## src/rtl/shift_rotate_pipe_if.sv

```systemverilog
// Valid/ready request and result bus of the shift/rotate/swap pipeline.
// The producer/consumer side uses master; the unit itself uses slave.
interface shift_rotate_pipe_if #(
  parameter int WIDTH = 20,
  parameter int AMT_W = 5
);
  logic             in_valid;
  logic             in_ready;
  logic [2:0]       in_op;
  logic [WIDTH-1:0] in_a;
  logic [WIDTH-1:0] in_b;
  logic [AMT_W-1:0] in_amt;
  logic             out_valid;
  logic             out_ready;
  logic [WIDTH-1:0] out_res_a;
  logic [WIDTH-1:0] out_res_b;
  logic             out_err;

  modport master (
    output in_valid, in_op, in_a, in_b, in_amt, out_ready,
    input  in_ready, out_valid, out_res_a, out_res_b, out_err
  );

  modport slave (
    input  in_valid, in_op, in_a, in_b, in_amt, out_ready,
    output in_ready, out_valid, out_res_a, out_res_b, out_err
  );
endinterface

```

## src/rtl/shift_rotate_pipe.sv

```systemverilog
// Two-stage shift/rotate/swap unit: S1 captures operands and the normalised
// amount, S2 computes and holds the result until the consumer takes it.
module shift_rotate_pipe #(
  parameter int WIDTH = 20,
  parameter int AMT_W = 5,
  parameter int CNT_W = 16
) (
  input  logic             clk,
  input  logic             rst,
  shift_rotate_pipe_if.slave bus,
  output logic [CNT_W-1:0] done_cnt
);

  localparam int          ROT_W   = $clog2(WIDTH);
  localparam logic [31:0] WIDTH_U = 32'(WIDTH);

  typedef enum logic [2:0] {
    OP_SHR  = 3'b000,
    OP_SHL  = 3'b001,
    OP_ROR  = 3'b010,
    OP_ROL  = 3'b011,
    OP_ASR  = 3'b100,
    OP_SWAP = 3'b101
  } op_e;

  logic adv1, adv2;

  logic             s1_valid_q, s1_valid_d;
  logic [2:0]       s1_op_q,    s1_op_d;
  logic [WIDTH-1:0] s1_a_q,     s1_a_d;
  logic [WIDTH-1:0] s1_b_q,     s1_b_d;
  logic [ROT_W-1:0] s1_rot_q,   s1_rot_d;
  logic             s1_sat_q,   s1_sat_d;

  logic             s2_valid_q, s2_valid_d;
  logic [WIDTH-1:0] res_a_q,    res_a_d;
  logic [WIDTH-1:0] res_b_q,    res_b_d;
  logic             err_q,      err_d;
  logic [CNT_W-1:0] done_cnt_q, done_cnt_d;

  logic [WIDTH-1:0] shr_v, shl_v, asr_v, ror_v, rol_v;
  logic [WIDTH-1:0] calc_a, calc_b;
  logic             calc_err;

  // in_ready is a function of state and out_ready only, never of in_*.
  assign adv2         = !s2_valid_q || bus.out_ready;
  assign adv1         = !s1_valid_q || adv2;
  assign bus.in_ready = adv1;

  always_comb begin
    // NOTE: every variable gets a hold default before any branch so no latch is inferred.
    s1_valid_d = s1_valid_q;
    s1_op_d    = s1_op_q;
    s1_a_d     = s1_a_q;
    s1_b_d     = s1_b_q;
    s1_rot_d   = s1_rot_q;
    s1_sat_d   = s1_sat_q;
    if (adv1) begin
      s1_valid_d = bus.in_valid;
      if (bus.in_valid) begin
        s1_op_d  = bus.in_op;
        s1_a_d   = bus.in_a;
        s1_b_d   = bus.in_b;
        s1_rot_d = ROT_W'(32'(bus.in_amt) % WIDTH_U);
        s1_sat_d = (32'(bus.in_amt) >= WIDTH_U);
      end
    end
  end

  // When not saturated the raw amount is below WIDTH, so it equals s1_rot_q.
  always_comb begin
    shr_v = s1_sat_q ? '0 : (s1_a_q >> s1_rot_q);
    shl_v = s1_sat_q ? '0 : (s1_a_q << s1_rot_q);
    asr_v = s1_sat_q ? {WIDTH{s1_a_q[WIDTH-1]}} : $unsigned($signed(s1_a_q) >>> s1_rot_q);
    ror_v = (s1_rot_q == '0) ? s1_a_q
          : ((s1_a_q >> s1_rot_q) | (s1_a_q << (WIDTH_U - 32'(s1_rot_q))));
    rol_v = (s1_rot_q == '0) ? s1_a_q
          : ((s1_a_q << s1_rot_q) | (s1_a_q >> (WIDTH_U - 32'(s1_rot_q))));
  end

  always_comb begin
    calc_a   = s1_a_q;
    calc_b   = s1_b_q;
    calc_err = 1'b0;
    case (s1_op_q)
      OP_SHR:  calc_a = shr_v;
      OP_SHL:  calc_a = shl_v;
      OP_ROR:  calc_a = ror_v;
      OP_ROL:  calc_a = rol_v;
      OP_ASR:  calc_a = asr_v;
      OP_SWAP: begin
        calc_a = s1_b_q;
        calc_b = s1_a_q;
      end
      default: calc_err = 1'b1;
    endcase
  end

  // S2 holds its contents while the consumer stalls.
  always_comb begin
    s2_valid_d = s2_valid_q;
    res_a_d    = res_a_q;
    res_b_d    = res_b_q;
    err_d      = err_q;
    if (adv2) begin
      s2_valid_d = s1_valid_q;
      if (s1_valid_q) begin
        res_a_d = calc_a;
        res_b_d = calc_b;
        err_d   = calc_err;
      end
    end
  end

  always_comb begin
    done_cnt_d = done_cnt_q;
    if (s2_valid_q && bus.out_ready && (done_cnt_q != '1))
      done_cnt_d = done_cnt_q + CNT_W'(1);
  end

  // NOTE: datapath registers are reset as well, so outputs and S1 operands are never X.
  always_ff @(posedge clk or posedge rst) begin
    if (rst) begin
      // NOTE: sequential state uses non-blocking assignments only.
      s1_valid_q <= 1'b0;
      s1_op_q    <= '0;
      s1_a_q     <= '0;
      s1_b_q     <= '0;
      s1_rot_q   <= '0;
      s1_sat_q   <= 1'b0;
      s2_valid_q <= 1'b0;
      res_a_q    <= '0;
      res_b_q    <= '0;
      err_q      <= 1'b0;
      done_cnt_q <= '0;
    end else begin
      s1_valid_q <= s1_valid_d;
      s1_op_q    <= s1_op_d;
      s1_a_q     <= s1_a_d;
      s1_b_q     <= s1_b_d;
      s1_rot_q   <= s1_rot_d;
      s1_sat_q   <= s1_sat_d;
      s2_valid_q <= s2_valid_d;
      res_a_q    <= res_a_d;
      res_b_q    <= res_b_d;
      err_q      <= err_d;
      done_cnt_q <= done_cnt_d;
    end
  end

  assign bus.out_valid = s2_valid_q;
  assign bus.out_res_a = res_a_q;
  assign bus.out_res_b = res_b_q;
  assign bus.out_err   = err_q;
  assign done_cnt      = done_cnt_q;

endmodule

```

## src/flat_wrapper.sv

```systemverilog
// flat-port wrapper written by rule: the top's interface ports become plain ports
module shift_rotate_pipe_flat 
#(
  parameter int WIDTH = 20,
  parameter int AMT_W = 5,
  parameter int CNT_W = 16
)
  (clk, rst, done_cnt, bus_in_valid, bus_in_op, bus_in_a, bus_in_b, bus_in_amt, bus_out_ready, bus_in_ready, bus_out_valid, bus_out_res_a, bus_out_res_b, bus_out_err);
  shift_rotate_pipe_if #(.WIDTH(WIDTH), .AMT_W(AMT_W)) bus_i ();
  input  logic clk;
  input  logic rst;
  output logic [CNT_W-1:0] done_cnt;
  input wire logic [$bits(bus_i.in_valid)-1:0] bus_in_valid;
  input wire logic [$bits(bus_i.in_op)-1:0] bus_in_op;
  input wire logic [$bits(bus_i.in_a)-1:0] bus_in_a;
  input wire logic [$bits(bus_i.in_b)-1:0] bus_in_b;
  input wire logic [$bits(bus_i.in_amt)-1:0] bus_in_amt;
  input wire logic [$bits(bus_i.out_ready)-1:0] bus_out_ready;
  output wire logic [$bits(bus_i.in_ready)-1:0] bus_in_ready;
  output wire logic [$bits(bus_i.out_valid)-1:0] bus_out_valid;
  output wire logic [$bits(bus_i.out_res_a)-1:0] bus_out_res_a;
  output wire logic [$bits(bus_i.out_res_b)-1:0] bus_out_res_b;
  output wire logic [$bits(bus_i.out_err)-1:0] bus_out_err;
  assign bus_i.in_valid = bus_in_valid;
  assign bus_i.in_op = bus_in_op;
  assign bus_i.in_a = bus_in_a;
  assign bus_i.in_b = bus_in_b;
  assign bus_i.in_amt = bus_in_amt;
  assign bus_i.out_ready = bus_out_ready;
  assign bus_in_ready = bus_i.in_ready;
  assign bus_out_valid = bus_i.out_valid;
  assign bus_out_res_a = bus_i.out_res_a;
  assign bus_out_res_b = bus_i.out_res_b;
  assign bus_out_err = bus_i.out_err;
  shift_rotate_pipe #(.WIDTH(WIDTH), .AMT_W(AMT_W), .CNT_W(CNT_W)) u_core (.clk(clk), .rst(rst), .bus(bus_i), .done_cnt(done_cnt));
endmodule
```

## config.mk

```make
export PLATFORM = sky130hd
export DESIGN_NAME = shift_rotate_pipe_flat
export DESIGN_NICKNAME = d
export VERILOG_FILES = /design/src/rtl/shift_rotate_pipe_if.sv /design/src/rtl/shift_rotate_pipe.sv /design/src/flat_wrapper.sv
export SDC_FILE = /design/constraint.sdc
export NUM_CORES = 1
export LEC_CHECK = 0
export CORE_UTILIZATION = 35
export DETAILED_ROUTE_END_ITERATION = 10
export GPL_TIMING_DRIVEN = 0
export RECOVER_POWER = 50
export SLEW_MARGIN = 20
export SYNTH_ARGS = -nofsm -noshare
export SYNTH_HDL_FRONTEND = slang
export SYNTH_SLANG_ARGS = --single-unit
```

## constraint.sdc

```tcl
create_clock -name clk -period 3.5 [get_ports clk]
set_input_delay 0.7 -clock clk [delete_from_list [all_inputs] [get_ports clk]]
set_output_delay 0.7 -clock clk [all_outputs]
set_load 0.01 [all_outputs]
```

==> flow_summary_export.csv <==
group,metric,value,unit
clock_network,cts.htree.levels,3,
grt,grt-ovfl-total,0,
sta,setup_ws,-0.0757,ns
power_and_ir_drop,power_density,623,nW/um^2
drt,ant_nets,0,
logic_synthesis,synthCells,1229,
logic_synthesis,synth_ff_type,"dfrtp_1",
grt,antenna_found_initial,6,
logic_synthesis,async_flop_share,1.00,
layout,final_cells,1747,
setup_path,critPathCaptureType,"flop",
floorplan,ios,111,
sta,timing.hold.ws,0.477,ns
grt,grt_pass1_vias,11160,
logic_synthesis,ys_top_cells_by_count,"145 x nor2_1, 144 x nand2_1, 108 x dfrtp_1",
sta,min_period,3.58,ns
drt,route.detailed.drc,0,
logic_synthesis,syn_area_per_cell,8.37,sq um
sta,setup_tns,-0.119,ns
place,hpwl,43.7,mm
setup_path,cp.required,3.76,ns
sta,fmax,280,MHz
drt,wirelength,57.4,mm
layout,drive_above_1_share,0.170,
grt,grt_max_degree,32,
logic_synthesis,syn_area,10300,sq um
floorplan,die_w,173,um
floorplan,core,28800,sq um
floorplan,std_cell_rows,62,
setup_path,cp_data_arrival_time,3.84,ns
sta,timing.slew.headroom,-0.115,
layout,layout.nets,1415,
drt,firstDrtPassIters,6,
sta,rsz0062_at_grt,"false",
floorplan,start_util,0.358,
grt,grt.total_usage,0.380,
drt,vias,11834,
place,io_buffers,110,
grt,grt_first_pass_wirelength,82.0,mm
clock_network,clockRootBuffer,"clkbuf_16",
logic_synthesis,ys_seq_elements,108,
logic_synthesis,synthTopCellsByArea,"dfrtp_1 26%, mux2_2 7.7%, mux4_2 7.7%",
clock_network,cts.clk_slew.worst_paths,0.10,ns
sta,period_share,1.02,
layout,final-seq-area,2700,sq um
logic_synthesis,synth_edf_count,0,
status,violations,"capacitance limit, slew limit, setup timing",
sta,setup_viol,4,
clock_network,clock_sinks,108,
clock_network,clk_path_buf_depth,2,
floorplan,die-area,30100,sq um
logic_synthesis,yosysMostFrequentCell,"nor2_1",
setup_path,critPathMaxFanout,10,
power_and_ir_drop,leakage,4.77,nW
place,placedCellCount,1726,
sta,report.final.slew_viol_count,60,
sta,worst_pin_slew,1.67,ns
layout,n_fill_cell,2880,
logic_synthesis,yosysTopAreaCell,"dfrtp_1",
floorplan,fp.dieH,173,um
clock_network,clk_latency,0.39,ns
place,globalplace.congestion,1.06,
drt,wl_per_cell,32.8,um
run,maxCapViolCount,2,
clock_network,cts_inserted_buffers,9,
logic_synthesis,synthDistinctLibCells,87,
status,outcome,"complete, but fails checks",
drt,via_per_inst,6.77,
power_and_ir_drop,peakVddDrop,242,uV
setup_path,crit_type,"reg -> reg",
sta,hold_violations,0,
logic_synthesis,netlist.area_leader.share,0.263,
setup_path,cp-start-kind,"flop",
logic_synthesis,yosys_warnings,0,
logic_synthesis,ys_seq_area_frac,0.263,
layout,multi_input_area,7090,sq um
clock_network,cts_tree,"done",
sta,clock_skew,0.0215,ns
logic_synthesis,syn-num-nets,1286,
worst_hold_path,hp-class,"reg -> reg",
drt,drtIter0Drc,1841,
layout,layout-area-overhead-vs-synth,22.0,%
clock_network,cts_hold_buf,0,
==> flip-flops by register name, indices dropped and copies added (netlist names), 3 cells and up <==
signal and flops:
u_core.s1_a_q 20, u_core.s1_rot_q 5, u_core.bus.out_res_a 20, u_core.done_cnt 16, u_core.s1_op_q 3, u_core.s1_b_q 20
u_core.bus.out_res_b 20
==> final cells by class <==
class	instances	share of cell area
timing repair buffer	119	0.0945
inverter	19	0.00628
buffer	122	0.0562
tap	384	0.0383
clock buffer	9	0.0179
clock inverter	6	0.00648
multi-input combinational	979	0.565
sequential	108	0.215
antenna	1	0.000199
==> through the flow <==
stage | total power, W | area (sq um) | util | setup slack, ns
floorplan | 0.00432 | 10300 | - | 0.327
finish | 0.00782 | 12600 | 0.436 | -0.0757
global placement | 0.00629 | 11900 | 0.413 | -1.04
detailed placement | 0.00626 | 12000 | 0.415 | -1.06
CTS | 0.00755 | 12500 | 0.433 | 0.0194
global route | 0.00802 | 12600 | 0.436 | 0.00251
==> placed cells by master, fill, tap and decap left out, types with 35 or more instances in the layout <==
cell type / netlist / final
mux4_2: 35 / 35
nand2_1: 144 / 144
mux2i_1: 77 / 73
clkbuf_1: 71 / 64
mux2_2: 70 / 70
dfrtp_1: 108 / 107
nor2_1: 145 / 140
clkdlybuf4s50_1: 0 / 86
a21oi_1: 60 / 56
o21ai_0: 69 / 65
==> critical path, stage by stage, from the launching register on <==
cell,delay (ns)
dfrtp_2,0.43
buf_8,0.16
inv_4,0.14
buf_6,0.20
buf_6,0.20
ha_1,0.18
buf_6,0.20
and2_1,0.20
buf_2,0.30
nor2_2,0.14
nor2_1,0.44
o21ai_1,0.24
a211oi_2,0.48
a21oi_1,0.13
==> cells by family after synthesis <==
family                   Yosys count  share of synthesized area
AO/OA/AOI/OAI                    327                      0.216
buffers and inverters            142                     0.0682
multiplexers                     183                      0.229
adder cells (fa/ha/maj)            5                    0.00608
XOR/XNOR                          22                     0.0202
flip-flops                       108                      0.263
AND/OR/NAND/NOR                  442                      0.197
==> worst paths after layout <==
| path | from | to | slack [ns] | cells after the start |
|---|---|---|---|---|
| worst max-delay path | u_core.s1_rot_q[0] | u_core.bus.out_res_a[8] | -0.08 | 13 |
| worst min-delay path | u_core.bus.out_err | u_core.bus.out_err | 0.48 | 2 |
| worst max register to register | u_core.s1_rot_q[0] | u_core.bus.out_res_a[8] | -0.08 | 13 |
| worst min register to register | u_core.bus.out_err | u_core.bus.out_err | 0.48 | 2 |
| max in group asynchronous | rst | u_core.s1_b_q[11] | 0.60 | 3 |
| min in group asynchronous | rst | u_core.s1_op_q[1] | 0.91 | 2 |
==> where the power goes <==
| group | leakage (nW) | switching (W) | internal (W) |
|---|---|---|---|
| clock network | 0.151 | 0.000590 | 0.000572 |
| logic | 3.34 | 0.00310 | 0.00176 |
| registers | 1.28 | 0.000284 | 0.00151 |
| total | 4.77 | 0.00397 | 0.00385 |
==> repair_timing <==
action / 4_1_cts / 5_1_grt
gates resized for setup: 47 / 36
setup endpoints to repair: 20 / 19
buffers inserted: 5 / 1
pin swaps: 1 / 2
==> per-layer routing <==
layer / GRT usage / vias up / wire length (um)
met5: 0 / - / 49
met4: 0.178 / 8 / 3200
met2: 0.551 / 961 / 23800
met1: 0.525 / 5831 / 23600
li1: - / 4824 / -
met3: 0.100 / 210 / 6700
Note: power is estimated with default switching activity, not from simulation.
